## config.mk

```make
export PLATFORM = sky130hd
export DESIGN_NAME = uart_tx_arbiter
export DESIGN_NICKNAME = d
export VERILOG_FILES = /design/src/rtl/uart_tx_arbiter_pkg.sv /design/src/rtl/uart_tx_arbiter_rr_pick.sv /design/src/rtl/uart_tx_arbiter.sv
export SDC_FILE = /design/constraint.sdc
export NUM_CORES = 1
export LEC_CHECK = 0
export BUFFER_PORTS_ARGS = -buffer_cell sky130_fd_sc_hd__clkbuf_2
export CAP_MARGIN = 20
export CORE_ASPECT_RATIO = 0.75
export CORE_MARGIN = 3
export CORE_UTILIZATION = 47
export DETAILED_ROUTE_END_ITERATION = 6
export PLACE_DENSITY = 0.75
export SETUP_SLACK_MARGIN = 0.4
export SLEW_MARGIN = 20
export SYNTH_ARGS = -nofsm -noshare
export SYNTH_HDL_FRONTEND = slang
export SYNTH_SLANG_ARGS = --single-unit
```

## constraint.sdc

```tcl
create_clock -name i_clk -period 1.6 [get_ports i_clk]
set_clock_uncertainty 0.2 [all_clocks]
set_input_delay 0 -clock i_clk [delete_from_list [all_inputs] [get_ports i_clk]]
set_output_delay 0 -clock i_clk [all_outputs]
set_load 0.02 [all_outputs]
```

## src/rtl/uart_tx_arbiter_pkg.sv

```systemverilog
// Shared types and sizing helpers for the UART transmitter arbiter.
// The requester index is sized for the largest supported requester count.
package uart_arb_pkg;

   typedef enum logic [1:0] {
      IDLE,
      ISSUE,
      ACK,
      XMIT
   } arb_state_t;

   localparam int NREQ_MAX = 8;
   localparam int IDX_W    = $clog2(NREQ_MAX);

   function automatic int tmo_cnt_w(input int timeout);
      return $clog2(timeout);
   endfunction

endpackage

```

## src/rtl/uart_tx_arbiter_rr_pick.sv

```systemverilog
// Combinational round-robin picker: first set request strictly after the
// pointer, wrapping, so the previous winner is considered last.
module rr_pick
   import uart_arb_pkg::*;
#(
   parameter int NREQ = 2
) (
   input  logic [NREQ-1:0]  i_req,
   input  logic [IDX_W-1:0] i_ptr,
   output logic [NREQ-1:0]  o_grant,
   output logic [IDX_W-1:0] o_idx,
   output logic             o_any
);

   genvar gi;

   // Walk from the farthest candidate to the nearest so the nearest one wins.
   always_comb begin
      o_idx = '0;
      for (int k = NREQ; k >= 1; k--) begin
         if (i_req[(int'(i_ptr) + k) % NREQ]) begin
            o_idx = IDX_W'((int'(i_ptr) + k) % NREQ);
         end
      end
   end

   assign o_any = |i_req;

   generate
      for (gi = 0; gi < NREQ; gi++) begin : g_onehot
         assign o_grant[gi] = o_any && (o_idx == IDX_W'(gi));
      end
   endgenerate

endmodule

```

## src/rtl/uart_tx_arbiter.sv

```systemverilog
// Round-robin arbiter with packet lock sharing one UART transmitter between
// NREQ byte-stream requesters; a stalled owner loses its lock after TIMEOUT.
module uart_tx_arbiter
   import uart_arb_pkg::*;
#(
   parameter int NREQ    = 2,
   parameter int TIMEOUT = 1024
) (
   input  logic              i_clk,
   input  logic              i_rst,
   input  logic [NREQ-1:0]   i_req_valid,
   input  logic [8*NREQ-1:0] i_req_data,
   input  logic [NREQ-1:0]   i_req_last,
   output logic [NREQ-1:0]   o_req_ready,
   output logic [7:0]        o_tx_data,
   output logic              o_tx_start,
   input  logic              i_tx_busy,
   output logic [NREQ-1:0]   o_grant,
   output logic              o_timeout_evt
);

   localparam int               CNT_W    = tmo_cnt_w(TIMEOUT);
   localparam logic [CNT_W-1:0] CNT_LAST = CNT_W'(TIMEOUT - 1);

   genvar gi;

   arb_state_t       r_state,    w_state_next;
   logic [NREQ-1:0]  r_grant,    w_grant_next;
   logic [IDX_W-1:0] r_owner,    w_owner_next;
   logic [IDX_W-1:0] r_ptr,      w_ptr_next;
   logic [CNT_W-1:0] r_cnt,      w_cnt_next;
   logic [7:0]       r_tx_data,  w_tx_data_next;
   logic             r_tx_start, w_tx_start_next;
   logic             r_evt,      w_evt_next;
   logic             r_last,     w_last_next;

   logic [NREQ-1:0]  w_pick_grant;
   logic [IDX_W-1:0] w_pick_idx;
   logic             w_pick_any;
   logic             w_owner_valid;
   logic [7:0]       w_owner_data;
   logic             w_owner_last;
   logic             w_xfer;

   rr_pick #(
      .NREQ (NREQ)
   ) u_pick (
      .i_req   (i_req_valid),
      .i_ptr   (r_ptr),
      .o_grant (w_pick_grant),
      .o_idx   (w_pick_idx),
      .o_any   (w_pick_any)
   );

   // Only the owner can be ready, and never while a frame is still going out.
   generate
      for (gi = 0; gi < NREQ; gi++) begin : g_ready
         assign o_req_ready[gi] = (r_state == ISSUE) && r_grant[gi] &&
                                  i_req_valid[gi] && !i_tx_busy;
      end
   endgenerate

   assign w_xfer        = |o_req_ready;
   assign w_owner_valid = |(i_req_valid & r_grant);

   always_comb begin
      w_owner_data = '0;
      w_owner_last = 1'b0;
      for (int k = 0; k < NREQ; k++) begin
         if (r_grant[k]) begin
            w_owner_data = i_req_data[8*k +: 8];
            w_owner_last = i_req_last[k];
         end
      end
   end

   always_ff @(posedge i_clk or posedge i_rst) begin
      if (i_rst) begin
         r_state    <= IDLE;
         r_grant    <= '0;
         r_owner    <= '0;
         r_ptr      <= IDX_W'(NREQ - 1);
         r_cnt      <= '0;
         r_tx_data  <= '0;
         r_tx_start <= 1'b0;
         r_evt      <= 1'b0;
         r_last     <= 1'b0;
      end else begin
         r_state    <= w_state_next;
         r_grant    <= w_grant_next;
         r_owner    <= w_owner_next;
         r_ptr      <= w_ptr_next;
         r_cnt      <= w_cnt_next;
         r_tx_data  <= w_tx_data_next;
         r_tx_start <= w_tx_start_next;
         r_evt      <= w_evt_next;
         r_last     <= w_last_next;
      end
   end

   always_comb begin
      w_state_next    = r_state;
      w_grant_next    = r_grant;
      w_owner_next    = r_owner;
      w_ptr_next      = r_ptr;
      w_cnt_next      = r_cnt;
      w_tx_data_next  = r_tx_data;
      w_tx_start_next = 1'b0;
      w_evt_next      = 1'b0;
      w_last_next     = r_last;
      case (r_state)
         IDLE: begin
            w_cnt_next = '0;
            if (w_pick_any) begin
               w_grant_next = w_pick_grant;
               w_owner_next = w_pick_idx;
               w_state_next = ISSUE;
            end
         end
         ISSUE: begin
            if (w_xfer) begin
               w_tx_data_next  = w_owner_data;
               w_tx_start_next = 1'b1;
               w_last_next     = w_owner_last;
               w_cnt_next      = '0;
               w_state_next    = ACK;
            end else if (!w_owner_valid) begin
               // Stall timer only runs while the owner has nothing to offer.
               if (r_cnt == CNT_LAST) begin
                  w_grant_next = '0;
                  w_evt_next   = 1'b1;
                  w_ptr_next   = r_owner;
                  w_cnt_next   = '0;
                  w_state_next = IDLE;
               end else begin
                  w_cnt_next = r_cnt + CNT_W'(1);
               end
            end
         end
         ACK: begin
            w_state_next = XMIT;
         end
         XMIT: begin
            if (!i_tx_busy) begin
               if (r_last) begin
                  w_grant_next = '0;
                  w_ptr_next   = r_owner;
                  w_state_next = IDLE;
               end else begin
                  w_state_next = ISSUE;
               end
            end
         end
         default: begin
            w_state_next = IDLE;
         end
      endcase
   end

   assign o_grant       = r_grant;
   assign o_tx_data     = r_tx_data;
   assign o_tx_start    = r_tx_start;
   assign o_timeout_evt = r_evt;

endmodule

```

==> impl_metrics.env, run 1 <==
export IMPL_tool_error="[ERROR DPL-0038] Utilization greater than 100%, impossible to legalize"
export IMPL_syn_num_nets=176
export IMPL_initial_utilization_pct=52.7
export IMPL_h_tree_depth=1
export IMPL_ys_seq_elements=27
export IMPL_async_reset_ff_share_pct=100
export IMPL_worst_endpoint_kind="sequential cell input"
export IMPL_synth_top_area_share_pct=44.4
export IMPL_grt_max_degree=28
export IMPL_io_buffers=36
export IMPL_stop_stage="global routing (5_1_grt)"
export IMPL_status="aborted with a tool error"
export IMPL_chipWidth_um=70.5
export IMPL_synth_edf_count=0
export IMPL_syn_area_mm2=0.00147
export IMPL_place_gp_congestion=0.836
export IMPL_place_area_mm2=0.00198
export IMPL_clock_root_buffer="clkbuf_8"
export IMPL_synth_area_leader_cell="dfrtp_1"
export IMPL_synth_distinct_cells=47
export IMPL_yosys_warnings=0
export IMPL_place_worst_setup_slack_ns=-0.346
export IMPL_syn_instance_count=152
export IMPL_rows=16
export IMPL_ios=37
export IMPL_clk_path_buf_depth=2
export IMPL_syn_avg_cell_area_um2=9.64
export IMPL_synthTopCellsByCount="26 x dfrtp_1, 15 x nor2_1, 11 x a21oi_1, 10 x nand2_1, 9 x a22oi_1"
export IMPL_crit_endpoint="r_cnt[5]$_DFFE_PP0P_/D"
export IMPL_cts_buffers=3
export IMPL_synth_most_common_cell="dfrtp_1"
export IMPL_yosysSeqAreaShare_pct=46.2
export IMPL_synth_flop_cell="dfrtp_1"
export IMPL_ys_top_cells_by_area="dfrtp_1 44%, a22oi_1 4.6%, nor2_1 3.8%"
export IMPL_dp_hpwl_um=3200
export IMPL_numClockSinks=27
export IMPL_fp_dieH_um=54.4
per-stage QoR:
step | TNS [ns] | cells
4_1_cts | -1.95 | 289
2_1_floorplan | -0.571 | 152
3_3_place_gp | -3.35 | 250
3_5_place_dp | -4.65 | 250
cell families after synthesis:
logic type / after synthesis / share of synthesized area, %
compound gates: 54 / 28.1
simple gates: 53 / 18.4
flops: 27 / 46.2
buf+inv: 14 / 4.27
mux: 3 / 2.13
fa+ha+maj: 1 / 0.854
what timing repair did:
item	CTS
hold buffers	19
endpoints found under the hold margin	37
cloned	1
setup endpoints to repair	31
gates resized for setup	43
pin swaps	14
setup buffers	15
==> run 2, diff against run 1 <==
CORE_ASPECT_RATIO = default   (was 0.75)
CORE_UTILIZATION = 35   (was 47)
PLACE_DENSITY = default   (was 0.75)
PLACE_DENSITY_LB_ADDON = 0.15   (was default)
SETUP_SLACK_MARGIN = default   (was 0.4)
clock period = 2.08 ns   (was 1.6 ns; I/O delays follow)
==> run 2 against run 1 <==
  * The flow now finishes without violations
  * Synthesized cell count is the same
  * Area after synthesis is the same
==> impl_metrics.env, run 2 <==
export IMPL_worstPathRequired_ns=2.06
export IMPL_synth_area_leader_cell="dfrtp_1"
export IMPL_ant_nets=0
export IMPL_ios=37
export IMPL_place_area_mm2=0.00171
export IMPL_yosys_warnings=0
export IMPL_fin_crit_sh_pct=92.8
export IMPL_dieArea_mm2=0.00500
export IMPL_cts_clk_slew_worst_paths_ns=0.10
export IMPL_synth_distinct_cells=47
export IMPL_finalSetupViolations=0
export IMPL_insertion_delay_ns=0.28
export IMPL_first_iter_violations=115
export IMPL_io_buffers=36
export IMPL_cts_buffers=3
export IMPL_relSlewSlack_pct=59.7
export IMPL_drive_gt1_share_pct=25.8
export IMPL_critPathKind="register to register"
export IMPL_fin_tns_setup_ns=0
export IMPL_power_density_mw_per_mm2=1110
export IMPL_layout_common_cells="36 x clkbuf_2, 26 x dfrtp_1, 23 x dlygate4sd3_1, 15 x nor2_1, 11 x a21oi_1"
export IMPL_async_reset_ff_share_pct=100
export IMPL_min_path_type="primary input to async pin"
export IMPL_drv_cap=0
export IMPL_dpl_cell_count=234
export IMPL_syn_area_mm2=0.00147
export IMPL_stdcell_count=261
export IMPL_firstDrtPassIters=4
export IMPL_cts_tree="done"
export IMPL_crit_fanout=7
export IMPL_peakVddDrop_v=0.000716
export IMPL_worst_slew_pin_slew_ns=0.602
export IMPL_dp_hpwl_um=2560
export IMPL_syn_avg_cell_area_um2=9.64
export IMPL_synth_flop_cell="dfrtp_1"
export IMPL_synth_most_common_cell="dfrtp_1"
export IMPL_syn_to_final_growth_pct=35.6
export IMPL_first_global_vias=1406
export IMPL_wl_um=3720
export IMPL_ys_top_cells_by_area="dfrtp_1 44%, a22oi_1 4.6%, nor2_1 3.8%"
export IMPL_initial_utilization_pct=38.0
export IMPL_track_usage_pct=15.9
export IMPL_grt_pass1_wl_um=6490
export IMPL_clock_root_buffer="clkbuf_8"
export IMPL_antenna_cells=0
export IMPL_endpoint_kind="register"
export IMPL_coreArea_mm2=0.00385
export IMPL_final_max_slew_viol_count=0
export IMPL_ys_seq_elements=27
export IMPL_status="complete, no violations"
export IMPL_syn_num_nets=176
export IMPL_max_clock_freq_mhz=518
export IMPL_yosysSeqAreaShare_pct=46.2
export IMPL_wire_per_inst_um=14.2
export IMPL_critPathLaunchType="register"
export IMPL_p_leak_nw=0.917
export IMPL_synth_top_area_share_pct=44.4
export IMPL_h_tree_depth=1
export IMPL_final_common_cell="clkbuf_2"
export IMPL_rsz0062_at_grt="no"
export IMPL_synth_edf_count=0
export IMPL_post_cts_buffers=0
export IMPL_postLayoutCellArea_mm2=0.00199
export IMPL_grt_max_degree=21
export IMPL_antenna_found_initial=0
export IMPL_globalRouteOverflowTotal=0
export IMPL_largest_register="r_cnt"
export IMPL_drc_errors=0
export IMPL_synthTopCellsByCount="26 x dfrtp_1, 15 x nor2_1, 11 x a21oi_1, 10 x nand2_1, 9 x a22oi_1"
export IMPL_fin_crit_ns=1.93
export IMPL_numClockSinks=27
export IMPL_chipWidth_um=70.7
export IMPL_fp_dieH_um=70.7
export IMPL_cts_resized=0
export IMPL_clk_path_buf_depth=2
export IMPL_syn_instance_count=152
export IMPL_rows=22
export IMPL_hold_viol=0
export IMPL_critPathArrivalTime_ns=1.91
export IMPL_nNetsFinal=238
export IMPL_num_vias=1386
export IMPL_power_total_mw=2.21
export IMPL_via_per_inst=5.31
export IMPL_place_gp_congestion=0.857
export IMPL_largest_reg_flops=10
run 2: power breakdown:
| part | leakage (nW) | internal (mW) | switching (mW) |
|---|---|---|---|
| Sequential | 0.341 | 0.699 | 0.166 |
| Clock | 0.0228 | 0.138 | 0.166 |
| Combinational | 0.553 | 0.430 | 0.608 |
| Total | 0.917 | 1.27 | 0.941 |
run 2: timing repair:
action	CTS	global route
hold buffers	23	0
endpoints found under the setup margin	0	0
hold endpoints to repair	37	0
run 2: path summary, 6_finish.rpt:
check	from	cells after the start	slack [ns]	endpoint
worst min register to register	o_tx_data[6]$_DFFE_PP0P_	2	0.34	o_tx_data[6]$_DFFE_PP0P_
min in group i_clk	o_tx_data[6]$_DFFE_PP0P_	2	0.34	o_tx_data[6]$_DFFE_PP0P_
worst max-delay path	r_cnt[0]$_DFFE_PP0P_	5	0.15	r_cnt[5]$_DFFE_PP0P_
worst max register to register	r_cnt[0]$_DFFE_PP0P_	5	0.15	r_cnt[5]$_DFFE_PP0P_
max in group asynchronous	i_rst	4	1.07	r_ptr[0]$_DFFE_PP1P_
worst min-delay path	i_rst	3	0.0003	r_cnt[3]$_DFFE_PP0P_
run 2: area by class of cell:
class | instances | area, um2
Inverter | 7 | 26.3
Fill cell | 358 | 1870
Timing Repair Buffer | 64 | 448
Tap cell | 48 | 60.1
Multi-Input combinational cell | 111 | 731
Clock buffer | 4 | 45.0
Sequential cell | 27 | 677
run 2: worst max-delay path: stages (launching register included):
cell and delay, ns:
dfrtp_1 0.42, ha_1 0.25, nand4_1 0.15, nor3_2 0.38, nor3_1 0.16, a32o_1 0.27
run 2: per-stage QoR:
stage               util [%]  worst slack [ns]  hold WS (ns)
floorplan                  -             0.232        -0.148
global placement        44.4             0.243        -0.247
detailed placement      44.4             0.183        -0.243
CTS                     51.6             0.161      0.000101
global route            51.6        0.00000688        0.0263
finish                  51.6             0.150      0.000311
run 2: cell families (layout without fill, tap and decap cells):
group,after synthesis,after routing,share of synthesized area [%]
AOI/OAI and AO/OA,54,54,28.1
adders and majority gates,1,1,0.854
buffers and inverters,14,75,4.27
DFF,27,27,46.2
muxes,3,3,2.13
and+or+nand+nor,53,53,18.4
run 2: layer usage:
layer	vias to the layer above	global-route usage [%]	routed length, um
met1	653	20.9	1670
li1	697	-	-
met4	0	6.89	48
met3	5	3.84	158
met5	-	0	0
met2	31	25.0	1840
Note: power is estimated with default switching activity, not from simulation.
